<file path="config.mk">
export PLATFORM = sky130hd
export DESIGN_NAME = mul_issue_scheduler_flat
export DESIGN_NICKNAME = d
export VERILOG_FILES = /design/src/rtl/mul_issue_scheduler_pkg.sv /design/src/rtl/mul_issue_scheduler_if.sv /design/src/rtl/mul_issue_scheduler_result_fifo.sv /design/src/rtl/mul_issue_scheduler.sv /design/src/flat_wrapper.sv
export SDC_FILE = /design/constraint.sdc
export NUM_CORES = 1
export LEC_CHECK = 0
export CAP_MARGIN = 20
export CORE_AREA = 2 2 208 128
export CTS_BUF_LIST = sky130_fd_sc_hd__clkbuf_4 sky130_fd_sc_hd__clkbuf_8 sky130_fd_sc_hd__clkbuf_16
export CTS_CLUSTER_SIZE = 25
export DETAILED_ROUTE_END_ITERATION = 16
export DIE_AREA = 0 0 210 130
export PLACE_DENSITY = 0.86
export SLEW_MARGIN = 10
export SYNTH_ARGS = -nofsm -noshare
export SYNTH_HDL_FRONTEND = slang
export SYNTH_SLANG_ARGS = --single-unit
</file>
<file path="constraint.sdc">
create_clock -name clk -period 3.25 [get_ports clk]
set_input_delay 0.8125 -clock clk [delete_from_list [all_inputs] [get_ports clk]]
set_output_delay 0.8125 -clock clk [all_outputs]
set_load 0.02 [all_outputs]
</file>
<file path="src/rtl/mul_issue_scheduler_pkg.sv">
// Shared widths, latency and record types for the multiply issue path.
// MUL_LAT is tied to the register depth of the shift-add multiplier.
package mul_issue_scheduler_pkg;

    localparam int N_REQ      = 4;
    localparam int TAG_W      = 4;
    localparam int DATA_W     = 32;
    localparam int MUL_LAT    = 6;
    localparam int FIFO_DEPTH = 4;

    localparam int RR_W  = (N_REQ > 1) ? $clog2(N_REQ) : 1;
    localparam int CNT_W = $clog2(FIFO_DEPTH + 1);

    typedef logic [TAG_W-1:0]  tag_t;
    typedef logic [DATA_W-1:0] data_t;

    // One shadow stage: mirrors a multiplier stage.
    typedef struct packed {
        logic valid;
        tag_t tag;
    } shadow_t;

    // One buffered CDB result.
    typedef struct packed {
        tag_t  tag;
        data_t data;
    } cdb_entry_t;

    function automatic logic [RR_W-1:0] rr_next(
        input logic [RR_W-1:0] k
    );
        return (k == RR_W'(N_REQ - 1)) ? '0 : k + RR_W'(1);
    endfunction

endpackage

</file>
<file path="src/rtl/mul_issue_scheduler_if.sv">
// Bundle between the scheduler, the RS entries, the multiplier and the CDB.
// master: scheduler side. slave: RS/multiplier/CDB side.
interface mul_issue_scheduler_if;
    import mul_issue_scheduler_pkg::*;

    logic [N_REQ-1:0]        req_valid;
    logic [N_REQ*TAG_W-1:0]  req_tag;
    logic [N_REQ*DATA_W-1:0] req_a;
    logic [N_REQ*DATA_W-1:0] req_b;
    logic [N_REQ-1:0]        grant;

    logic                    mul_en;
    data_t                   mul_a;
    data_t                   mul_b;
    data_t                   mul_result;

    logic                    cdb_valid;
    tag_t                    cdb_tag;
    data_t                   cdb_data;
    logic                    cdb_ack;

    logic [CNT_W-1:0]        outstanding;

    modport master (
        input  req_valid, req_tag, req_a, req_b,
        input  mul_result, cdb_ack,
        output grant, mul_en, mul_a, mul_b,
        output cdb_valid, cdb_tag, cdb_data,
        output outstanding
    );

    modport slave (
        output req_valid, req_tag, req_a, req_b,
        output mul_result, cdb_ack,
        input  grant, mul_en, mul_a, mul_b,
        input  cdb_valid, cdb_tag, cdb_data,
        input  outstanding
    );

endinterface

</file>
<file path="src/rtl/mul_issue_scheduler_result_fifo.sv">
// mul_result_fifo: synchronous {tag, data} result buffer.
// Ports: clk, RST, push/din, pop/dout (head), full, empty, count.
module mul_result_fifo
    import mul_issue_scheduler_pkg::*;
#(
    parameter int DEPTH = FIFO_DEPTH
) (
    input  logic                       clk,
    input  logic                       RST,
    input  logic                       push,
    input  cdb_entry_t                 din,
    input  logic                       pop,
    output cdb_entry_t                 dout,
    output logic                       full,
    output logic                       empty,
    output logic [$clog2(DEPTH+1)-1:0] count
);

    localparam int PW = (DEPTH > 1) ? $clog2(DEPTH) : 1;
    localparam int CW = $clog2(DEPTH + 1);

    cdb_entry_t      mem [DEPTH];
    logic [PW-1:0]   wp;
    logic [PW-1:0]   rp;
    logic            do_pop;

    function automatic logic [PW-1:0] nxt(input logic [PW-1:0] p);
        return (p == PW'(DEPTH - 1)) ? '0 : p + PW'(1);
    endfunction

    // A pop request against an empty buffer is dropped here.
    assign do_pop = pop && !empty;

    assign empty = (count == '0);
    assign full  = (count == CW'(DEPTH));
    assign dout  = mem[rp];

    always_ff @(posedge clk) begin
        if (RST) begin
            wp    <= '0;
            rp    <= '0;
            count <= '0;
            for (int i = 0; i < DEPTH; i++) begin
                mem[i] <= '0;
            end
        end else begin
            if (push) begin
                mem[wp] <= din;
                wp      <= nxt(wp);
            end
            if (do_pop) begin
                rp <= nxt(rp);
            end
            case ({push, do_pop})
                2'b10:   count <= count + CW'(1);
                2'b01:   count <= count - CW'(1);
                default: count <= count;
            endcase
        end
    end

    a_no_push_full: assert property (
        @(posedge clk) disable iff (RST)
        !(push && full)
    );

endmodule

</file>
<file path="src/rtl/mul_issue_scheduler.sv">
// Round-robin issue into the pipelined multiplier, shadow tag pipe,
// credit counter and CDB result buffer.
// Ports: clk, RST (sync, active-high), bus (master side of the bundle).
module mul_issue_scheduler
    import mul_issue_scheduler_pkg::*;
(
    input  logic                  clk,
    input  logic                  RST,
    mul_issue_scheduler_if.master bus
);

    logic [RR_W-1:0]  rr;
    logic [RR_W-1:0]  gidx;
    logic             found;
    int               scan;
    logic             issue;
    tag_t             gtag;

    shadow_t          sh [MUL_LAT];
    logic             push;
    logic             pop;

    logic [CNT_W-1:0] credit_used;
    logic [CNT_W-1:0] fcount;
    logic             full;
    logic             empty;
    cdb_entry_t       head;
    cdb_entry_t       din;

    // Scan from rr, wrapping, for the first ready entry.
    always_comb begin
        found = 1'b0;
        gidx  = '0;
        scan  = 0;
        for (int i = 0; i < N_REQ; i++) begin
            scan = int'(rr) + i;
            if (scan >= N_REQ) begin
                scan = scan - N_REQ;
            end
            if (!found && bus.req_valid[scan]) begin
                found = 1'b1;
                gidx  = RR_W'(scan);
            end
        end
    end

    // Credits count in-flight plus buffered results.
    assign issue = found
        && (credit_used < CNT_W'(FIFO_DEPTH));

    always_comb begin
        bus.grant  = '0;
        bus.mul_a  = '0;
        bus.mul_b  = '0;
        gtag       = '0;
        if (issue) begin
            bus.grant[gidx] = 1'b1;
            bus.mul_a = bus.req_a[int'(gidx)*DATA_W +: DATA_W];
            bus.mul_b = bus.req_b[int'(gidx)*DATA_W +: DATA_W];
            gtag      = bus.req_tag[int'(gidx)*TAG_W +: TAG_W];
        end
    end

    assign bus.mul_en = issue;

    // Shifts every cycle, like the multiplier's own stages.
    always_ff @(posedge clk) begin
        if (RST) begin
            for (int i = 0; i < MUL_LAT; i++) begin
                sh[i] <= '0;
            end
        end else begin
            sh[0] <= {issue, gtag};
            for (int i = 1; i < MUL_LAT; i++) begin
                sh[i] <= sh[i-1];
            end
        end
    end

    assign push = sh[MUL_LAT-1].valid;
    assign din  = {sh[MUL_LAT-1].tag, bus.mul_result};
    assign pop  = !empty && bus.cdb_ack;

    always_ff @(posedge clk) begin
        if (RST) begin
            rr          <= '0;
            credit_used <= '0;
        end else begin
            if (issue) begin
                rr <= rr_next(gidx);
            end
            case ({issue, pop})
                2'b10:   credit_used <= credit_used + CNT_W'(1);
                2'b01:   credit_used <= credit_used - CNT_W'(1);
                default: credit_used <= credit_used;
            endcase
        end
    end

    mul_result_fifo #(
        .DEPTH (FIFO_DEPTH)
    ) u_fifo (
        .clk   (clk),
        .RST   (RST),
        .push  (push),
        .din   (din),
        .pop   (pop),
        .dout  (head),
        .full  (full),
        .empty (empty),
        .count (fcount)
    );

    assign bus.cdb_valid   = !empty;
    assign bus.cdb_tag     = head.tag;
    assign bus.cdb_data    = head.data;
    assign bus.outstanding = credit_used;

    a_grant_onehot: assert property (
        @(posedge clk) disable iff (RST)
        $onehot0(bus.grant)
    );

    a_credit_bound: assert property (
        @(posedge clk) disable iff (RST)
        credit_used <= CNT_W'(FIFO_DEPTH)
    );

    // Buffered results are always a subset of the credits in use.
    a_buf_le_credit: assert property (
        @(posedge clk) disable iff (RST)
        fcount <= credit_used
    );

    a_full_no_credit: assert property (
        @(posedge clk) disable iff (RST)
        full |-> (credit_used == CNT_W'(FIFO_DEPTH))
    );

endmodule

</file>
<file path="src/flat_wrapper.sv">
// flat-port wrapper written by rule: the top's interface ports become plain ports
module mul_issue_scheduler_flat import mul_issue_scheduler_pkg::*;
  (clk, RST, bus_req_valid, bus_req_tag, bus_req_a, bus_req_b, bus_mul_result, bus_cdb_ack, bus_grant, bus_mul_en, bus_mul_a, bus_mul_b, bus_cdb_valid, bus_cdb_tag, bus_cdb_data, bus_outstanding);
  mul_issue_scheduler_if bus_i ();
  input  logic clk;
  input  logic RST;
  input wire logic [$bits(bus_i.req_valid)-1:0] bus_req_valid;
  input wire logic [$bits(bus_i.req_tag)-1:0] bus_req_tag;
  input wire logic [$bits(bus_i.req_a)-1:0] bus_req_a;
  input wire logic [$bits(bus_i.req_b)-1:0] bus_req_b;
  input wire logic [$bits(bus_i.mul_result)-1:0] bus_mul_result;
  input wire logic [$bits(bus_i.cdb_ack)-1:0] bus_cdb_ack;
  output wire logic [$bits(bus_i.grant)-1:0] bus_grant;
  output wire logic [$bits(bus_i.mul_en)-1:0] bus_mul_en;
  output wire logic [$bits(bus_i.mul_a)-1:0] bus_mul_a;
  output wire logic [$bits(bus_i.mul_b)-1:0] bus_mul_b;
  output wire logic [$bits(bus_i.cdb_valid)-1:0] bus_cdb_valid;
  output wire logic [$bits(bus_i.cdb_tag)-1:0] bus_cdb_tag;
  output wire logic [$bits(bus_i.cdb_data)-1:0] bus_cdb_data;
  output wire logic [$bits(bus_i.outstanding)-1:0] bus_outstanding;
  assign bus_i.req_valid = bus_req_valid;
  assign bus_i.req_tag = bus_req_tag;
  assign bus_i.req_a = bus_req_a;
  assign bus_i.req_b = bus_req_b;
  assign bus_i.mul_result = bus_mul_result;
  assign bus_i.cdb_ack = bus_cdb_ack;
  assign bus_grant = bus_i.grant;
  assign bus_mul_en = bus_i.mul_en;
  assign bus_mul_a = bus_i.mul_a;
  assign bus_mul_b = bus_i.mul_b;
  assign bus_cdb_valid = bus_i.cdb_valid;
  assign bus_cdb_tag = bus_i.cdb_tag;
  assign bus_cdb_data = bus_i.cdb_data;
  assign bus_outstanding = bus_i.outstanding;
  mul_issue_scheduler u_core (.clk(clk), .RST(RST), .bus(bus_i));
endmodule
</file>
After elaboration in Yosys (flattened, before gate mapping)

Memory sizes are Yosys's and may differ from the RTL's. A register that Yosys moved wholly into a read port is not among the register bits.
Cells that the tools add are included.

Add/sub/neg operators: 14
Equality and inequality tests: 7
Mux-type cells: 52
Bitwise logic cells: 6
Reductions and logical operators: 15
Order comparisons: 11
Shift-type cells: 3

Operators by type and width:

| cell                                                                                 | count |
|---|---|
| 128-bit by 8-bit indexed part select with 32-bit output                              | 2 |
| 32-bit 2-to-1 mux                                                                    | 6 |
| 32-bit by 4-bit less-than comparator with 1-bit output, second input constant        | 4 |
| 32-bit by 4-bit greater-or-equal comparator with 1-bit output, second input constant | 3 |
| 32-bit by 4-bit subtractor with 32-bit output, second input constant                 | 3 |
| 36-bit 2-to-1 mux                                                                    | 1 |
| 36-bit OR reduction                                                                  | 1 |
| 5-bit 2-to-1 mux                                                                     | 6 |
| 1-bit 2-to-1 mux                                                                     | 20 |
| 2-bit 2-to-1 mux                                                                     | 10 |
| 16-bit by 5-bit indexed part select with 4-bit output                                | 1 |
| 3-bit one-hot mux with 2 select lines                                                | 2 |
| 2-bit == test, second input constant                                                 | 5 |
| 1-bit binary-select mux with 2-bit select                                            | 4 |
| 4-bit 2-to-1 mux                                                                     | 2 |
| 1-bit logical AND                                                                    | 7 |
| 2-bit by 1-bit adder with 2-bit output, second input constant                        | 3 |
| 2-bit by 2-bit adder with 3-bit output, second input constant                        | 2 |
| 3-bit by 1-bit adder with 3-bit output, second input constant                        | 2 |
| 1-bit OR                                                                             | 6 |
| 3-bit by 1-bit subtractor with 3-bit output, second input constant                   | 2 |
| 2-bit by 1-bit == test with 1-bit output, second input constant                      | 2 |
| 1-bit zero test                                                                      | 4 |
| 2-bit nonzero test                                                                   | 2 |
| other kinds (8)                                                                      | 8 |

Memories: 2
Output and inout port bits: 109
Flip-flop bits (word level): 12
Input port bits: 311
Word-level logic and storage cells: 115
RAM bits: 174

Memory list:

| name              | words | width | read ports | clocked after memory_dff | write ports | line                                  | source |
|---|---|---|---|---|---|---|---|
| u_core.u_fifo.mem | 4     | 36    | 1          | 1                        | 4           | mul_issue_scheduler_result_fifo.sv:22 | `cdb_entry_t mem [DEPTH];` |
| u_core.sh         | 6     | 5     | 6          | 0                        | 6           | mul_issue_scheduler.sv:19             | `shadow_t sh [MUL_LAT];` |

Depth between registers and ports, before layout

Depth in word-level cells: 20
Depth in mapped cells: 9

Modules after synthesis

A second synthesis with hierarchy kept.

Cells, all modules: 742
Area, all modules: 9,849.4 µm²

By module, submodules not included:

| module              | instances | cells each | sequential area each (µm²) | area an instance (µm²) |
|---|---|---|---|---|
| mul_result_fifo     | 1         | 394        | 4,504.3                    | 6,677.7 |
| mul_issue_scheduler | 1         | 348        | 700.7                      | 3,171.8 |

Worst setup path before layout

Ideal clock, no wire load.

Path type: input -> output
Start: in bus_req_valid[3]
End: out bus_mul_b[21]
Slack: 0.286 ns
Stages: 5
Arrival time: 2.151 ns
Data required time: 2.438 ns
Cells stage by stage: nor2_1 a21o_1 or4b_4 clkbuf_1 o22ai_1

Longest elaborated chain between the ends: 15
Elaborated cells between the ends (all ways): 29

Ends and longest elaborated chain:

| element                                                                                      | line                                                 | source |
|---|---|---|
| from (decl)                                                                                  | flat_wrapper.sv:7                                    | `input wire logic [$bits(bus_i.req_valid)-1:0] bus_req_valid;` |
| 1-bit binary-select mux with 2-bit select                                                    | mul_issue_scheduler.sv:40                            | `if (!found && bus.req_valid[scan]) begin` |
| 1-bit 2-to-1 mux (not written as such) (2 in series)                                         | mul_issue_scheduler.sv:40                            |  |
| 1-bit 2-to-1 mux                                                                             | mul_issue_scheduler.sv:40                            |  |
| 1-bit zero test                                                                              | mul_issue_scheduler.sv:40                            |  |
| 1-bit logical AND                                                                            | mul_issue_scheduler.sv:40                            |  |
| 1-bit 2-to-1 mux                                                                             | mul_issue_scheduler.sv:40                            |  |
| 1-bit zero test                                                                              | mul_issue_scheduler.sv:40                            |  |
| 1-bit logical AND                                                                            | mul_issue_scheduler.sv:40                            |  |
| 1-bit 2-to-1 mux                                                                             | mul_issue_scheduler.sv:40                            |  |
| 1-bit zero test                                                                              | mul_issue_scheduler.sv:40                            |  |
| 1-bit logical AND                                                                            | mul_issue_scheduler.sv:40                            |  |
| 2-bit 2-to-1 mux or 1-bit 2-to-1 mux (tied branches)                                         | mul_issue_scheduler.sv:40                            |  |
| 128-bit by 8-bit indexed part select with 32-bit output or 1-bit logical AND (tied branches) | mul_issue_scheduler.sv:59, mul_issue_scheduler.sv:49 |  |
| 32-bit 2-to-1 mux (*)                                                                        | mul_issue_scheduler.sv:56                            | `if (issue) begin` |
| to (decl)                                                                                    | flat_wrapper.sv:16                                   | `output wire logic [$bits(bus_i.mul_b)-1:0] bus_mul_b;` |

Mark *: on every way between the ends. The rest lies on a longest branch, timed or not. The select of a mux whose other input is x is not followed.

Worst setup path after layout

Start: in bus_req_valid[2]
End: out bus_mul_a[20]

Longest elaborated chain between the ends: 15
Elaborated cells between the ends (all ways): 29

Ends and longest elaborated chain:

| element                                                                                      | line                                                 | source |
|---|---|---|
| 1-bit binary-select mux with 2-bit select                                                    | mul_issue_scheduler.sv:40                            |  |
| 1-bit 2-to-1 mux (not written as such) (2 in series)                                         | mul_issue_scheduler.sv:40                            |  |
| 1-bit 2-to-1 mux                                                                             | mul_issue_scheduler.sv:40                            |  |
| 1-bit zero test                                                                              | mul_issue_scheduler.sv:40                            |  |
| 1-bit logical AND                                                                            | mul_issue_scheduler.sv:40                            |  |
| 1-bit 2-to-1 mux                                                                             | mul_issue_scheduler.sv:40                            |  |
| 1-bit zero test                                                                              | mul_issue_scheduler.sv:40                            |  |
| 1-bit logical AND                                                                            | mul_issue_scheduler.sv:40                            |  |
| 1-bit 2-to-1 mux                                                                             | mul_issue_scheduler.sv:40                            |  |
| 1-bit zero test                                                                              | mul_issue_scheduler.sv:40                            |  |
| 1-bit logical AND                                                                            | mul_issue_scheduler.sv:40                            |  |
| 2-bit 2-to-1 mux or 1-bit 2-to-1 mux (tied branches)                                         | mul_issue_scheduler.sv:40                            |  |
| 128-bit by 8-bit indexed part select with 32-bit output or 1-bit logical AND (tied branches) | mul_issue_scheduler.sv:58, mul_issue_scheduler.sv:49 |  |
| 32-bit 2-to-1 mux (*)                                                                        | mul_issue_scheduler.sv:56                            |  |
| to (decl)                                                                                    | flat_wrapper.sv:15                                   | `output wire logic [$bits(bus_i.mul_a)-1:0] bus_mul_a;` |

Marks and branches as above.

==> metrics.txt <==
# TYPE chip_impl_metric gauge
chip_impl_info{name="run_status",value="finished with violations"} 1
chip_impl_info{name="violations_in_the_final_reports",value="negative setup slack"} 1
chip_impl_metric{name="post-route-period-util",unit=""} 1.010
chip_impl_metric{name="tightest_slew",unit="ps"} 460.9
chip_impl_metric{name="design.final.nets",unit=""} 1533
chip_impl_metric{name="p_leak",unit="nW"} 6.231
chip_impl_metric{name="clk_pin_slew_worst_paths",unit="ps"} 70
chip_impl_metric{name="port-buffer-count",unit=""} 419
chip_impl_metric{name="postLayoutSetupSlackWorst",unit="ps"} -33.90
chip_impl_info{name="rsz0062_at_grt",value="true"} 1
chip_impl_metric{name="route.antenna.remaining_nets",unit=""} 0
chip_impl_metric{name="synthAdderAreaFrac",unit=""} 0.01392
chip_impl_metric{name="placeable_area",unit="sq um"} 25730
chip_impl_metric{name="finalSetupViolations",unit=""} 2
chip_impl_metric{name="finalWorstPathRequiredPeriod",unit="ps"} 3284
chip_impl_metric{name="core.rowCount",unit=""} 46
chip_impl_metric{name="finalPower",unit="mW"} 9.473
chip_impl_metric{name="total_switching_power",unit="mW"} 3.263
chip_impl_metric{name="first_iter_violations",unit=""} 567
chip_impl_info{name="rr_startpoint",value="u_core.u_fifo.count[0]$_SDFFE_PP0P_"} 1
chip_impl_metric{name="synth_seq_cells",unit=""} 188
chip_impl_metric{name="power_per_cell_area",unit="nW/um^2"} 583.1
chip_impl_metric{name="netlist_area_pre_place",unit="sq um"} 10070
chip_impl_metric{name="required",unit="ps"} 2440
chip_impl_metric{name="clock.fmax",unit="MHz"} 304.5
chip_impl_metric{name="yosys_warnings",unit=""} 0
chip_impl_metric{name="finalInstanceArea",unit="sq um"} 16240
chip_impl_info{name="yosys.area.top_type",value="edfxtp_1"} 1
chip_impl_metric{name="clkLatencyLatePin",unit="ps"} 440
chip_impl_metric{name="critPathMaxFanout",unit=""} 9
chip_impl_metric{name="power.share.sequential",unit=""} 0.291
chip_impl_metric{name="timing_max_transition_violations_final",unit=""} 0
chip_impl_metric{name="pre_cts_slack",unit="ps"} -871.7
chip_impl_metric{name="fraction_of_the_yosys_area_taken_by_sequential_cells",unit=""} 0.5171
chip_impl_metric{name="htreeDepth",unit=""} 4
chip_impl_metric{name="gr_layer_usage_met3",unit=""} 0.07389
chip_impl_metric{name="grt_pass1_wl",unit="um"} 53170
chip_impl_metric{name="routed_via_density",unit=""} 5.124
chip_impl_metric{name="areaGrowthSynthToFinish",unit="%"} 61.38
chip_impl_info{name="ranking_of_synthesized_cells_by_area",value="edfxtp_1, mux2i_1, and2_1, dfxtp_1, mux4_2"} 1
chip_impl_metric{name="dpl_cell_area",unit="sq um"} 15100
chip_impl_metric{name="post_synth_and_or_nand_nor_area_fraction",unit=""} 0.1300
chip_impl_metric{name="die_w",unit="um"} 210
chip_impl_metric{name="vdd_drop_max",unit="mV"} 0.3671
chip_impl_info{name="cp_launch_point",value="bus_req_valid[2]"} 1
chip_impl_metric{name="average_footprint_of_a_synthesized_cell",unit="sq um"} 13.57
chip_impl_info{name="cts_tree",value="done"} 1
chip_impl_metric{name="final.setup_skew",unit="ps"} 8.650
chip_impl_metric{name="cp_data_arrival_time",unit="ps"} 2470
chip_impl_metric{name="r2r_slack",unit="ps"} 1090
chip_impl_metric{name="drt_wl_total",unit="um"} 38190
chip_impl_metric{name="dp.final_hpwl",unit="um"} 28580
chip_impl_info{name="layout.cells.most_common",value="clkdlybuf4s50_1"} 1
chip_impl_metric{name="cts_buffers",unit=""} 17
chip_impl_metric{name="drive_above_1_share",unit=""} 0.2678
chip_impl_info{name="mostFrequentLayoutCells",value="clkdlybuf4s50_1, and2_1, edfxtp_1, mux2i_1, buf_4"} 1
chip_impl_info{name="path_class",value="in2out"} 1
chip_impl_metric{name="yosys.cell_types.count",unit=""} 37
chip_impl_metric{name="share_comb_of_total_power",unit=""} 0.481
chip_impl_metric{name="synth_mux_area_frac",unit=""} 0.2168
chip_impl_info{name="worstHoldPathType",value="reg2reg"} 1
chip_impl_info{name="grt_most_used_layer",value="met2"} 1
chip_impl_metric{name="die_area",unit="sq um"} 27300
chip_impl_metric{name="clock_tree.buffer_depth",unit=""} 2
chip_impl_metric{name="slew_headroom",unit=""} 0.6927
chip_impl_metric{name="synth_largest_type_area_fraction",unit=""} 0.4296
chip_impl_metric{name="use_met1",unit=""} 0.3261
chip_impl_metric{name="dieHeight",unit="um"} 130
chip_impl_metric{name="synth-xor-area-share",unit=""} 0.003480
chip_impl_metric{name="dp_cells",unit=""} 1512
chip_impl_metric{name="synth_compound_area_frac",unit=""} 0.08403
chip_impl_info{name="worstSetupStartpointType",value="primary input"} 1
chip_impl_metric{name="syn-num-nets",unit=""} 1063
chip_impl_metric{name="p_sw_frac",unit=""} 0.3444
chip_impl_metric{name="gr-usage-met2",unit=""} 0.4454
chip_impl_metric{name="gpl.final_weighted_congestion",unit=""} 0.9524
chip_impl_metric{name="grt_antenna_before_repair",unit=""} 16
chip_impl_info{name="timing.critical_path.to_type",value="output pin"} 1
chip_impl_metric{name="cts.hold.buffers_added",unit=""} 0
chip_impl_metric{name="drcViolationCount",unit=""} 0
chip_impl_metric{name="cap_viol_max_count",unit=""} 0
chip_impl_metric{name="power.share.clock",unit=""} 0.228
chip_impl_metric{name="floorplan.initialDensity",unit=""} 0.3913
chip_impl_metric{name="power.internal",unit="mW"} 6.210
chip_impl_info{name="clk_root_buffer_cell",value="clkbuf_16"} 1
chip_impl_metric{name="dr.pass1.iters",unit=""} 7
chip_impl_metric{name="hold_violations",unit=""} 0
chip_impl_metric{name="cts.sinks",unit=""} 188
chip_impl_metric{name="first_global_vias",unit=""} 8182
chip_impl_metric{name="avgRoutedWirePerCell",unit="um"} 24.23
chip_impl_metric{name="post_synth_inst_count",unit=""} 742
chip_impl_metric{name="detailroute.via_count",unit=""} 8076
chip_impl_metric{name="pin_count",unit=""} 420
chip_impl_metric{name="grt_overflow_total",unit=""} 0
chip_impl_metric{name="global_route.usage.total",unit=""} 0.2733
chip_impl_info{name="hp-start",value="u_core.sh[0][9]$_SDFF_PP0_"} 1
chip_impl_info{name="largest_family_of_logic_cells_by_synthesized_area",value="multiplexers"} 1
chip_impl_metric{name="maximum_number_of_pins_on_one_net_before_global_route_repair",unit=""} 44
chip_impl_metric{name="finalNonFillerCells",unit=""} 1576
power groups by stage:
| stage | clock (mW) | combinational (mW) | sequential (mW) |
|---|---|---|---|
| 2_1_floorplan | 0 | 2.18 | 2.80 |
| 3_3_place_gp | 0 | 4.09 | 2.79 |
| 3_5_place_dp | 0 | 4.14 | 2.80 |
| 4_1_cts | 2.16 | 4.42 | 2.75 |
| 5_1_grt | 2.26 | 4.73 | 2.76 |
| 6_report | 2.16 | 4.56 | 2.75 |
cells by family (layout without fill, tap and decap cells):
logic type	Yosys count	after routing
AOI/OAI and AO/OA	86	86
xor gates and xnor gates	4	4
adders and majority gates	10	10
buffers and inverters	66	549
DFF	188	188
muxes	173	173
other	0	15
and+or+nand+nor	215	215
worst max-delay path, stage by stage:
cell and delay [ps]:
buf_8 100, buf_4 130, a311oi_2 260, nor2_4 100
buf_12 150, buf_16 140, buf_4 150, mux2i_1 110
buf_4 130, o22ai_2 210, buf_6 160
stage by stage:
| stage | hold slack (ps) | setup TNS, ps | util |
|---|---|---|---|
| after floorplan | 413.8 | 0 | - |
| after global placement | 416.5 | -51910 | 0.5869 |
| after detailed placement | 425.4 | -52990 | 0.5869 |
| after CTS | 435.8 | -1719 | 0.6249 |
| after global routing | 448.9 | -156.8 | 0.6312 |
| final | 429.5 | -62.90 | 0.6314 |
area by class of cell:
cell class | count | area [sq um]
Timing Repair Buffer | 504 | 5087
Fill cell | 1937 | 9483
Clock inverter | 10 | 87.58
Multi-Input combinational cell | 488 | 4820
Tap cell | 336 | 420.4
Inverter | 13 | 48.80
Sequential cell | 188 | 5210
Clock buffer | 22 | 533.0
Antenna cell | 15 | 37.54
final timing paths:
check                                        end  cells past startpoint
max                                bus_mul_a[20]                     11
min                  u_core.sh[0][14]$_SDFF_PP0_                      1
max reg2reg  u_core.u_fifo.count[2]$_SDFFE_PP0P_                      9
min reg2reg          u_core.sh[0][14]$_SDFF_PP0_                      1
sequential cells by signal, summed over array words and instances (netlist names), named ones only:
name and count:
u_core.u_fifo.count 3, u_core.u_fifo.wp 2, u_core.rr 2, u_core.sh 30
u_core.bus.outstanding 3, u_core.u_fifo.mem 144, u_core.u_fifo.rp 2
layer usage:
| metal | wire length [um] | vias up |
|---|---|---|
| li1 | - | 3736 |
| met1 | 14770 | 3894 |
| met2 | 18750 | 354 |
| met3 | 2570 | 88 |
| met4 | 2072 | 4 |
| met5 | 23 | - |
cell usage after synthesis:
master / number
and2_1: 148
edfxtp_1: 144
mux2i_1: 137
o22ai_2: 50
dfxtp_1: 44
mux4_2: 36
nor2b_1: 27
clkbuf_1: 21
o22ai_1: 18
buf_2: 15
nor2_1: 15
inv_1: 12
a21oi_1: 10
buf_4: 9
ha_1: 8
nand2_1: 8
buf_6: 6
xor2_1: 4
nand2b_1: 3
o21ai_0: 3
or2_2: 3
or3_1: 3
fa_1: 2
nor3_1: 2
nor3b_2: 2
a211oi_2: 1
a21o_1: 1
a311oi_1: 1
a31o_2: 1
buf_1: 1
clkbuf_4: 1
inv_2: 1
nand2_2: 1
nor3_2: 1
o21ai_1: 1
or2_0: 1
or4b_4: 1
timing repair:
item                       CTS  global route
hold endpoints to repair     0             0
resized for setup          380            49
setup buffers               12             3
pin swaps                   10             6
setup endpoints to repair   69            64
cloned                       5             1
Note: power is estimated with default switching activity, not from simulation.
